## src/rtl/cont_nbits_updown_if.sv

```systemverilog
// Control/status bundle for cont_nbits_updown.
// master drives enable/up_down/load/data_in; slave returns count/tc/wrap/sat.
interface cont_nbits_updown_if #(
  parameter int WIDTH = 4
);
  logic             enable;
  logic             up_down;
  logic             load;
  logic [WIDTH-1:0] data_in;
  logic [WIDTH-1:0] count;
  logic             tc;
  logic             wrap;
  logic             sat;

  modport master (
    output enable,
    output up_down,
    output load,
    output data_in,
    input  count,
    input  tc,
    input  wrap,
    input  sat
  );

  modport slave (
    input  enable,
    input  up_down,
    input  load,
    input  data_in,
    output count,
    output tc,
    output wrap,
    output sat
  );
endinterface

```

## src/rtl/cont_nbits_updown.sv

```systemverilog
// Modulo-N up/down counter with clamped load, wrap pulse and sticky saturation.
// Ports: clk, reset (async active-low), bus (slave: enable/up_down/load/data_in in; count/tc/wrap/sat out).
module cont_nbits_updown #(
  parameter int              WIDTH    = 4,
  parameter longint unsigned MODULO   = 10,
  parameter bit              SATURATE = 1'b0
) (
  input logic               clk,
  input logic               reset,
  cont_nbits_updown_if.slave bus
);

  // Elaboration-time parameter sanity.
  if (WIDTH < 2 || WIDTH > 32) begin : g_bad_width
    $error("cont_nbits_updown: WIDTH out of range 2..32");
  end
  if (MODULO < 2 || MODULO > (64'd1 << WIDTH)) begin : g_bad_mod
    $error("cont_nbits_updown: MODULO out of range 2..2**WIDTH");
  end

  // Top of range computed in 64 bits so MODULO = 2**WIDTH never overflows.
  localparam logic [WIDTH-1:0] MAX = WIDTH'(MODULO - 64'd1);

  logic [WIDTH-1:0] r_count;
  logic             r_wrap;
  logic             r_sat;

  logic             w_at_max;
  logic             w_at_zero;
  logic             w_oor;
  logic             w_tc;
  logic             w_step;
  logic             w_fix;
  logic             w_bnd;
  logic             w_inc;
  logic             w_dec;
  logic [WIDTH-1:0] w_load_val;
  logic [WIDTH-1:0] w_next;
  logic             w_wrap;
  logic             w_sat;

  assign w_at_max  = (r_count == MAX);
  assign w_at_zero = (r_count == '0);
  assign w_oor     = (r_count > MAX);

  assign w_tc = bus.enable
              & ((bus.up_down & w_at_max)
              | (~bus.up_down & w_at_zero));

  assign w_load_val = (bus.data_in > MAX)
                    ? MAX : bus.data_in;

  // One-hot step selects; load outranks any enabled step.
  assign w_step = ~bus.load & bus.enable;
  assign w_fix  = w_step & w_oor;
  assign w_bnd  = w_step & ~w_oor & w_tc;
  assign w_inc  = w_step & ~w_oor & ~w_tc
                & bus.up_down;
  assign w_dec  = w_step & ~w_oor & ~w_tc
                & ~bus.up_down;

  always_comb begin
    w_next = r_count;
    w_wrap = 1'b0;
    w_sat  = r_sat;
    unique case (1'b1)
      bus.load: begin
        w_next = w_load_val;
        w_sat  = 1'b0;
      end
      w_fix: begin
        w_next = '0;
      end
      w_bnd: begin
        if (SATURATE) begin
          w_sat = 1'b1;
        end else begin
          w_next = bus.up_down ? '0 : MAX;
          w_wrap = 1'b1;
        end
      end
      w_inc: begin
        w_next = r_count + 1'b1;
      end
      w_dec: begin
        w_next = r_count - 1'b1;
      end
      default: begin
        w_next = r_count;
      end
    endcase
  end

  always_ff @(posedge clk or negedge reset) begin
    if (!reset) begin
      r_count <= '0;
      r_wrap  <= 1'b0;
      r_sat   <= 1'b0;
    end else begin
      r_count <= w_next;
      r_wrap  <= w_wrap;
      r_sat   <= w_sat;
    end
  end

  assign bus.count = r_count;
  assign bus.tc    = w_tc;
  assign bus.wrap  = r_wrap;
  assign bus.sat   = r_sat;

endmodule
```

## src/flat_wrapper.sv

```systemverilog
// flat-port wrapper written by rule: the top's interface ports become plain ports
module cont_nbits_updown_flat 
#(
  parameter int              WIDTH    = 4,
  parameter longint unsigned MODULO   = 10,
  parameter bit              SATURATE = 1'b0
)
  (clk, reset, bus_enable, bus_up_down, bus_load, bus_data_in, bus_count, bus_tc, bus_wrap, bus_sat);
  cont_nbits_updown_if #(.WIDTH(WIDTH)) bus_i ();
  input logic clk;
  input logic reset;
  input wire logic [$bits(bus_i.enable)-1:0] bus_enable;
  input wire logic [$bits(bus_i.up_down)-1:0] bus_up_down;
  input wire logic [$bits(bus_i.load)-1:0] bus_load;
  input wire logic [$bits(bus_i.data_in)-1:0] bus_data_in;
  output wire logic [$bits(bus_i.count)-1:0] bus_count;
  output wire logic [$bits(bus_i.tc)-1:0] bus_tc;
  output wire logic [$bits(bus_i.wrap)-1:0] bus_wrap;
  output wire logic [$bits(bus_i.sat)-1:0] bus_sat;
  assign bus_i.enable = bus_enable;
  assign bus_i.up_down = bus_up_down;
  assign bus_i.load = bus_load;
  assign bus_i.data_in = bus_data_in;
  assign bus_count = bus_i.count;
  assign bus_tc = bus_i.tc;
  assign bus_wrap = bus_i.wrap;
  assign bus_sat = bus_i.sat;
  cont_nbits_updown #(.WIDTH(WIDTH), .MODULO(MODULO), .SATURATE(SATURATE)) u_core (.clk(clk), .reset(reset), .bus(bus_i));
endmodule
```

## config.mk

```make
export PLATFORM = sky130hd
export DESIGN_NAME = cont_nbits_updown_flat
export DESIGN_NICKNAME = d
export VERILOG_FILES = /design/src/rtl/cont_nbits_updown_if.sv /design/src/rtl/cont_nbits_updown.sv /design/src/flat_wrapper.sv
export SDC_FILE = /design/constraint.sdc
export NUM_CORES = 1
export LEC_CHECK = 0
export CAP_MARGIN = 20
export CORE_MARGIN = 2
export CORE_UTILIZATION = 29
export CTS_BUF_LIST = sky130_fd_sc_hd__clkbuf_8
export DETAILED_ROUTE_END_ITERATION = 12
export GPL_ROUTABILITY_DRIVEN = 0
export PLACE_DENSITY = 0.66
export SLEW_MARGIN = 20
export SYNTH_ARGS = -nofsm -noshare
export SYNTH_HDL_FRONTEND = slang
export SYNTH_SLANG_ARGS = --single-unit
```

## constraint.sdc

```tcl
create_clock -name clk -period 2.5 [get_ports clk]
set_clock_uncertainty 0.1 [all_clocks]
set_input_delay 0.75 -clock clk [delete_from_list [all_inputs] [get_ports clk]]
set_output_delay 0.75 -clock clk [all_outputs]
set_load 0.02 [all_outputs]
```

### Word level (Yosys, flattened, before mapping)

Index checks and enable logic that the tools add are counted.

* $add $sub $neg: 2
* order comparisons: 2
* eq/ne operators: 1
* multiplexer cells: 4
* bitwise logic cells: 15
* reductions and logical operators: 2

Operators by type and width (count)
* $pmux W4 S5: 1
* $and A1 B1 Y1: 10
* $gt A4 B4 Y1 const B: 2
* $mux W4: 2
* $reduce_bool A5 Y1: 1
* $add A4 B1 Y4 const B: 1
* $eq A4 B4 Y1 const B: 1
* $logic_not A4 Y1: 1
* $not A1 Y1: 4
* $sub A4 B1 Y4 const B: 1
* $mux W1: 1
* $or A1 B1 Y1: 1

* register bits after elaboration: 5
* input bits: 9
* output and inout bits: 7
* word-level logic and storage cells: 28

### Logic depth before layout (Yosys ltp)

Gate-level depths: netlist of run 1.

* depth after elaboration: 8
* gate-level depth with buffers: 9
* depth with buffers taken out: 9

### Worst setup path after synthesis of run 1

OpenSTA, ideal clock, no wires.

* path kind: in2reg
* start: in bus_up_down
* end: reg u_core.r_count[3], in the netlist u_core.bus.count[3]
* library setup time: 0.092 ns
* data arrival time: 2.991 ns
* data required time: 2.308 ns
* slack: -0.683 ns
* cell stages on the path: 9
* cells stage by stage: or3_4 > a2111oi_4 > or2_1 > nor2_1 > ha_1 > a21oi_1 > a21boi_0 > o31a_2 > o31ai_2

* word-level cells in the longest chain between the ends: 8

Ends and longest elaborated chain
* start, declared: line flat_wrapper.sv:13 `input wire logic [$bits(bus_i.up_down)-1:0] bus_up_down;`
* $not A1 Y1: line cont_nbits_updown.sv:48 `| (~bus.up_down & w_at_zero));`
* $and A1 B1 Y1: line cont_nbits_updown.sv:48
* $or A1 B1 Y1 (*): line cont_nbits_updown.sv:48
* $and A1 B1 Y1 (*): line cont_nbits_updown.sv:47 `& ((bus.up_down & w_at_max)`
* net bus_tc: line flat_wrapper.sv:17 `output wire logic [$bits(bus_i.tc)-1:0] bus_tc;`
* $not A1 Y1: line cont_nbits_updown.sv:57, cont_nbits_updown.sv:59
* $and A1 B1 Y1: line cont_nbits_updown.sv:57, cont_nbits_updown.sv:59
* $and A1 B1 Y1, on equally long branches: line cont_nbits_updown.sv:60, cont_nbits_updown.sv:58
* $pmux W4 S5 or $reduce_bool A5 Y1 (tied branches)
* end signal, assigned: line cont_nbits_updown.sv:100 `r_count <= w_next;`
* end, declared: line cont_nbits_updown.sv:24 `logic [WIDTH-1:0] r_count;`

Mark *: on every way through the listed nets, which the timed path passes. The rest lies on a longest branch.
A chain may end at the register's enable or synchronous reset.

### Final worst setup path of run 1

* start: in bus_up_down
* end: reg u_core.r_count[3], in the netlist u_core.bus.count[3]

* word-level cells in the longest chain between the ends: 8

Ends and longest elaborated chain (line)
* $not A1 Y1: cont_nbits_updown.sv:48, cont_nbits_updown.sv:60
* $and A1 B1 Y1: cont_nbits_updown.sv:48
* $or A1 B1 Y1: cont_nbits_updown.sv:48
* $and A1 B1 Y1: cont_nbits_updown.sv:47
* $not A1 Y1: cont_nbits_updown.sv:57, cont_nbits_updown.sv:59
* $and A1 B1 Y1: cont_nbits_updown.sv:57, cont_nbits_updown.sv:59
* $and A1 B1 Y1, on equally long branches: cont_nbits_updown.sv:60, cont_nbits_updown.sv:58
* $pmux W4 S5 or $reduce_bool A5 Y1 (tied branches)

Several ways; a longest one is shown, not always the timed one.

==> run summary, run 1 <==
outcome: finished with violations
failing checks: negative setup slack
clock share of power: 0.316
vias per std cell: 5.27
Core Box Area: 1320 um2
Synth area leader: dfrtp_1
Peak VDD IR: 470 uV
Netlist cell types: 27
port bufs: 14
WL final: 1.36 mm
Netlist Area Pre-Place: 415 um2
sequential fraction of the synthesis area: 0.301
DIE AREA: 1750 um2
Pint: 0.000314 W
hold_ws: 0.568 ns
Setup CP Type: in -> reg
Initial Util: 0.315
first-pass GRT wire length: 2.17 mm
Crit Path Max Fanout: 3
Pwr per Cell Area: 552 nW/um2
RSZ-0062 raised after global routing: true
worst-skew pair later-pin latency: 0.22 ns
Worst Hold Path EP: u_core.bus.count[0]$_DFFE_PN0P_
Final period util: 1.11
hold-fix buffers at CTS: 0
final setup margin: -0.269 ns
Sw Pwr: 0.000149 W
Std-Cell Rows: 13
final max-slew violation count: 0
Final Hold Fails: 0
Die Height: 41.8 um
main combinational cell family by area after synthesis: compound AO/OA/AOI/OAI gates
setup TNS after final layout: -0.529 ns
Req. time, crit path: 2.53 ns
H-tree lvl count: 1
FF-to-FF setup slack: -0.09 ns
vias in the first global route: 495
cell with the most instances after synthesis: dfrtp_1
initial antenna violation count: 0
Switching Fraction: 0.321
worst path cell trace: buf_6 -> or3_4 -> a2111oi_4 -> or2_4 -> nor2_4 -> ha_4 -> nand3_2 -> and3b_2 -> o31a_2 -> o31ai_2
Final Util: 0.636
CP peak stage delay: 0.33 ns
Clock Sinks: 5
HP Class: reg -> reg
crit start category: input port
DRC: 0
top post-synthesis cells by count: dfrtp_1 (5), nand2_1 (3), nand3b_1 (3)
CTS root buf: clkbuf_8
Most used DFF post-synth: dfrtp_1
Post-Synth Adder-Cell Area: 0.108
min-delay src: u_core.bus.count[0]$_DFFE_PN0P_
max-cap check violation count: 0
Logic pwr share: 0.464
CP startpoint: bus_up_down
drt wl/cell: 14.8 um
Final setup viols: 4
Yosys top cell area share: 0.301
critical path arrival: 2.80 ns
routed vias: 485
layout cells sized above 1: 0.558
placement-stage cell area: 673 um2
Chip Width: 41.8 um
leakage power: 0.354 nW
Setup crit end kind: flop
Synth Register Bits: 5
largest net degree at the start of global routing: 10
Mean Syn Cell Area: 9.89 um2
worst r2r src: u_core.bus.count[3]$_DFFE_PN0P_
synth warn: 0
Async SR Flop Fraction: 1.00
dpl cells: 83
post-synthesis instance total: 42
total gr overflow: 0
sequential power share: 0.220
Post-synth EDFFs: 0
slowest CP cell: or3_4
drt pass-1 iters: 4
Synth area leaders: dfrtp_1 (30%), a2111oi_4 (6.6%), ha_1 (6.0%)
Bufs on Longest Clock Path: 2
FF-to-FF End: u_core.bus.count[3]$_DFFE_PN0P_
Reg2Reg Depth: 9
Clock transition at path regs: 0.04 ns
CTS tree: built
IO Pins: 16
Antenna Violating Nets Remaining: 0
post-route cell area: 838 um2
nets@finish: 90
compound-cell area share of the yosys netlist: 0.265
HPWL after DPL: 923 um
worst hold stages: 2
synthesized net count: 54
CTS Buf Count: 3
Ant. Diodes: 0
1st-iter DRT viols: 10
multiplexer share of the synthesized area: 0
FMAX: 361 MHz
Synth Area in XOR/XNOR: 0.0211
simple-gate share of the synthesized area: 0.250
fin crit period: 2.77 ns
Area Growth Syn to Fin: 102%
GRT Overall Usage: 0.170
Layout Cells excl Fill: 92
[repair_timing]
item / in CTS / in global routing
gates resized for setup: 20 / 7
buffers inserted: 5 / 2
pin swaps: 6 / 9
setup endpoints to repair: 4 / 4
[power by group through the flow]
| stage | Sequential (W) | Combinational [W] | Clock, W |
|---|---|---|---|
| final | 0.000102 | 0.000215 | 0.000146 |
| after floorplan | 0.000121 | 0.0000607 | 0 |
| after global routing | 0.000103 | 0.000228 | 0.000158 |
| after global placement | 0.000101 | 0.000166 | 0 |
| after detailed placement | 0.000101 | 0.000170 | 0 |
| after CTS | 0.000102 | 0.000194 | 0.000151 |
[cell type report]
class	instances	area, um2
fill	109	479
multi-input combinational	33	355
timing repair buffer	33	287
sequential	5	125
clock buffer	3	41.3
tap	15	18.8
inverter	2	7.51
clock inverter	1	3.75
[critical path: cells and delay by family]
kind	cells	cell delay [ns]
compound gates	3	0.79
buf+inv	1	0.09
simple gates	5	0.89
fa+ha+maj	1	0.29
[registers in the layout, indices dropped and copies added, names as in the netlist]
| register | cells |
|---|---|
| u_core.bus.wrap | 1 |
| u_core.bus.count | 4 |
[placed cells by master (no fill, tap or decap), types with 2 or more instances in the layout]
cell / instances
buf_4: 19
clkdlybuf4s50_1: 10
dfrtp_1: 5
nand3b_1: 3
nand2_1: 3
clkbuf_8: 3
inv_1: 2
o21ai_0: 2
o221ai_2: 2
ha_4: 2
buf_6: 2
[per-stage QoR]
step | power (W) | worst slack, ns
finish | 0.000463 | -0.269
global route | 0.000489 | -0.321
floorplan | 0.000181 | -0.621
CTS | 0.000447 | -0.295
global placement | 0.000268 | -0.914
detailed placement | 0.000271 | -0.947
[cell families (layout without fill, tap and decap cells)]
group / after synthesis / after routing
other: 1 / 1
DFF: 5 / 5
xor gates and xnor gates: 1 / 1
buffers and inverters: 4 / 39
AOI/OAI and AO/OA: 12 / 12
and+or+nand+nor: 16 / 16
adders and majority gates: 3 / 3
[layer usage]
| metal | wire [um] | share of wire | GRT usage | vias up |
|---|---|---|---|---|
| met4 | 28 | 0.021 | 0.0452 | 0 |
| met1 | 538 | 0.40 | 0.163 | 229 |
| li1 | - | - | - | 229 |
| met3 | 103 | 0.076 | 0.100 | 4 |
| met5 | 0 | 0 | 0 | - |
| met2 | 691 | 0.51 | 0.306 | 23 |
[worst max path at each step]
stage	to	slack [ns]
after floorplan	u_core.bus.count[3]$_DFFE_PN0P_	-0.62
after global placement	u_core.bus.count[3]$_DFFE_PN0P_	-0.91
after detailed placement	u_core.bus.count[3]$_DFFE_PN0P_	-0.95
after CTS	u_core.bus.count[3]$_DFFE_PN0P_	-0.29
after global routing	u_core.bus.count[3]$_DFFE_PN0P_	-0.32
final	u_core.bus.count[3]$_DFFE_PN0P_	-0.27
Power figures use the tool's default switching activity.
==> inputs of run 2 (changes only) <==
--- a/config.mk
+++ b/config.mk
@@ -5,13 +5,14 @@
 export SDC_FILE = /design/constraint.sdc
 export NUM_CORES = 1
 export LEC_CHECK = 0
+export ABC_AREA = 1
 export CAP_MARGIN = 20
-export CORE_MARGIN = 2
-export CORE_UTILIZATION = 29
+export CORE_AREA = 2 2 39 41
 export CTS_BUF_LIST = sky130_fd_sc_hd__clkbuf_8
 export DETAILED_ROUTE_END_ITERATION = 12
+export DIE_AREA = 0 0 41 43
 export GPL_ROUTABILITY_DRIVEN = 0
-export PLACE_DENSITY = 0.66
+export PLACE_DENSITY = 0.76
 export SLEW_MARGIN = 20
 export SYNTH_ARGS = -nofsm -noshare
 export SYNTH_HDL_FRONTEND = slang
==> run summary, run 2 <==
sequential power share: 0.239 (+0.019)
Antenna Violating Nets Remaining: 0 (unchanged)
Most used DFF post-synth: dfrtp_1
Synth area leader: dfrtp_1
placement-stage cell area: 732 um2 (+8.7%)
HPWL after DPL: 1.00 mm (+8.8%)
Final Hold Fails: 0 (unchanged)
Std-Cell Rows: 14 (+1)
critical path arrival: 2.31 ns (-0.49 ns)
CTS root buf: clkbuf_8
H-tree lvl count: 1 (unchanged)
clock share of power: 0.335 (+0.019)
HP Class: reg -> reg
1st-iter DRT viols: 4 (-6)
post-synthesis instance total: 71 (+69%)
post-route cell area: 817 um2 (-2.5%)
final setup margin: 0.188 ns (+0.457 ns)
top post-synthesis cells by count: nand2_1 (18), inv_1 (12), nand3_1 (8)
Peak VDD IR: 350 uV (-25%)
routed vias: 545 (+12%)
leakage power: 0.438 nW (+24%)
Yosys top cell area share: 0.252 (-0.0493)
DIE AREA: 1760 um2 (+0.69%)
max-cap check violation count: 0 (unchanged)
commonest non-fill, non-tap cell in the layout: nand2_1
Synth area leaders: dfrtp_1 (25%), nand2_1 (14%), inv_1 (9.1%)
drt wl/cell: 10.9 um (-26%)
sequential fraction of the synthesis area: 0.252 (-0.0493)
Chip Width: 41 um (-2.0%)
fin crit period: 2.31 ns (-0.457 ns)
hold_ws: 0.586 ns (+0.0178 ns)
most frequent cells in the layout: nand2_1 (14), inv_1 (13), clkdlybuf4s50_1 (10), buf_4 (10), nand3_1 (8)
crit path to: u_core.bus.count[3]$_DFFE_PN0P_
Final period util: 0.925 (-0.183)
synthesized net count: 83 (+54%)
Ant. Diodes: 0 (unchanged)
Req. time, crit path: 2.50 ns (-0.03 ns)
Mean Syn Cell Area: 7.00 um2 (-29%)
Initial Util: 0.359 (+0.0437)
Area Growth Syn to Fin: 64.5%
GRT Overall Usage: 0.176 (+0.00551)
FF-to-FF End: u_core.bus.count[3]$_DFFE_PN0P_
Sw Pwr: 0.000164 W (+10%)
Clock transition at path regs: 0.04 ns (about the same)
synth warn: 0 (unchanged)
crit start category: input port
Final Util: 0.590 (-0.0459)
post-place setup slack: -0.590 ns (+0.357 ns)
Crit Path Max Fanout: 3 (unchanged)
Die Height: 43 um (+2.8%)
largest net degree at the start of global routing: 6 (-4)
Pwr per Cell Area: 558 nW/um2 (+0.94%)
Async SR Flop Fraction: 1.00 (unchanged)
nets@finish: 113 (+26%)
fill cell count: 130 (+19%)
Bufs on Longest Clock Path: 2 (unchanged)
vias per std cell: 4.70 (-11%)
Netlist Area Pre-Place: 497 um2 (+20%)
initial antenna violation count: 0 (unchanged)
outcome: complete, no violations
worst hold stages: 2 (unchanged)
RSZ-0062 raised after global routing: false
FF-to-FF setup slack: 0.30 ns (+0.39 ns)
worst r2r src: u_core.bus.count[0]$_DFFE_PN0P_
Reg2Reg Depth: 16 (+7)
Clock Sinks: 5 (unchanged)
vias in the first global route: 530 (+7.1%)
Setup crit end kind: flop
Logic pwr share: 0.426 (-0.038)
Synth Register Bits: 5 (unchanged)
IO Pins: 16 (unchanged)
Pint: 0.000292 W (-7.2%)
DRC: 0 (unchanged)
first-pass GRT wire length: 2.06 mm (-5.1%)
max FFs per register: 4 (unchanged)
CP startpoint: bus_enable
Post-synth EDFFs: 0 (unchanged)
FMAX: 433 MHz (+20%)
worst-skew pair later-pin latency: 0.23 ns (about the same)
total gr overflow: 0 (unchanged)
Setup CP Type: in -> reg
layout cells sized above 1: 0.340 (-0.218)
Netlist cell types: 21 (-22%)
final max-slew violation count: 0 (unchanged)
CTS Buf Count: 3 (unchanged)
port bufs: 14 (unchanged)
WL final: 1.27 mm (-6.9%)
drt pass-1 iters: 4 (unchanged)
cell with the most instances after synthesis: nand2_1
Final setup viols: 0 (-4)
Core Box Area: 1380 um2 (+5.0%)
CTS tree: built
Switching Fraction: 0.360 (+0.0385)
==> run 2: cell count changes in the layout (fill, tap and decap cells not counted), sizes merged, moves of 2 or more <==
cell	before	now
buf	21	13
inv	3	13
nand2	3	21
nand3	2	10
nand3b	3	0
nor2	2	9
o221ai	2	0
==> run 2: metal layers <==
| metal | vias up | GRT usage | wire length [um] | part of all wire |
|---|---|---|---|---|
| li1 | 279 | - | - | - |
| met1 | 252 | 0.194 | 511 | 0.40 |
| met2 | 12 | 0.303 | 710 | 0.56 |
| met3 | 2 | 0.0157 | 28 | 0.022 |
| met4 | 0 | 0.100 | 18 | 0.014 |
| met5 | - | 0 | 0 | 0 |
==> run 2: power by group through the flow <==
stage          Sequential [W]  Clock, W  Combinational, W
2_1_floorplan        0.000120         0         0.0000856
3_3_place_gp         0.000107         0          0.000179
3_5_place_dp         0.000108         0          0.000183
4_1_cts              0.000107  0.000154          0.000183
5_1_grt              0.000110  0.000159          0.000213
6_report             0.000109  0.000153          0.000194
==> run 2: critical path, stage by stage <==
cell	delay, ns
dlygate4sd2_1	0.26
nand2_2	0.09
nor2_2	0.05
buf_4	0.14
nor3_4	0.21
buf_6	0.13
ha_1	0.22
nand2_1	0.06
nor2_1	0.03
nor2_1	0.10
nand2_1	0.05
nand2_1	0.05
inv_1	0.04
nand2_2	0.06
nand3_2	0.06
==> run 2: repair_timing <==
action	in CTS	in global routing
setup endpoints to repair	4	3
hold buffers	0	0
pin swaps	3	3
setup buffers	0	1
gates resized for setup	7	11
==> run 2: worst min path at each step <==
| stage | startpoint | endpoint |
|---|---|---|
| global placement | u_core.bus.count[3]$_DFFE_PN0P_ | u_core.bus.count[3]$_DFFE_PN0P_ |
| CTS | u_core.bus.count[2]$_DFFE_PN0P_ | u_core.bus.count[2]$_DFFE_PN0P_ |
| global route | u_core.bus.count[3]$_DFFE_PN0P_ | u_core.bus.count[3]$_DFFE_PN0P_ |
| finish | u_core.bus.count[2]$_DFFE_PN0P_ | u_core.bus.count[2]$_DFFE_PN0P_ |
| floorplan | reset | u_core.bus.count[0]$_DFFE_PN0P_ |
| detailed placement | u_core.bus.count[2]$_DFFE_PN0P_ | u_core.bus.count[2]$_DFFE_PN0P_ |
==> run 2: through the flow <==
step	cells	TNS (ns)	total power, W
6_report	116	0	0.000456
3_3_place_gp	111	-1.53	0.000287
4_1_cts	115	0	0.000444
5_1_grt	116	0	0.000482
2_1_floorplan	71	0	0.000206
3_5_place_dp	111	-1.76	0.000291
==> run 2: cell families (layout without fill, tap and decap cells) <==
logic type	count (synthesis)	count (layout)	share of synthesized area
adder cells (fa/ha/maj)	3	3	0.0907
XOR/XNOR	1	1	0.0176
flip-flops	5	5	0.252
AND/OR/NAND/NOR	41	41	0.413
buffers and inverters	14	43	0.113
other	1	1	0.00755
AO/OA/AOI/OAI	6	6	0.106
==> run 2: cell type report <==
class                           count  area (um2)  area share
Multi-Input combinational cell     52         349       0.427
Timing Repair Buffer               26         229       0.280
Sequential cell                     5         125       0.153
Inverter                           13        48.8      0.0597
Clock buffer                        3        41.3      0.0505
Tap cell                           16        20.0      0.0245
Clock inverter                      1        3.75     0.00459
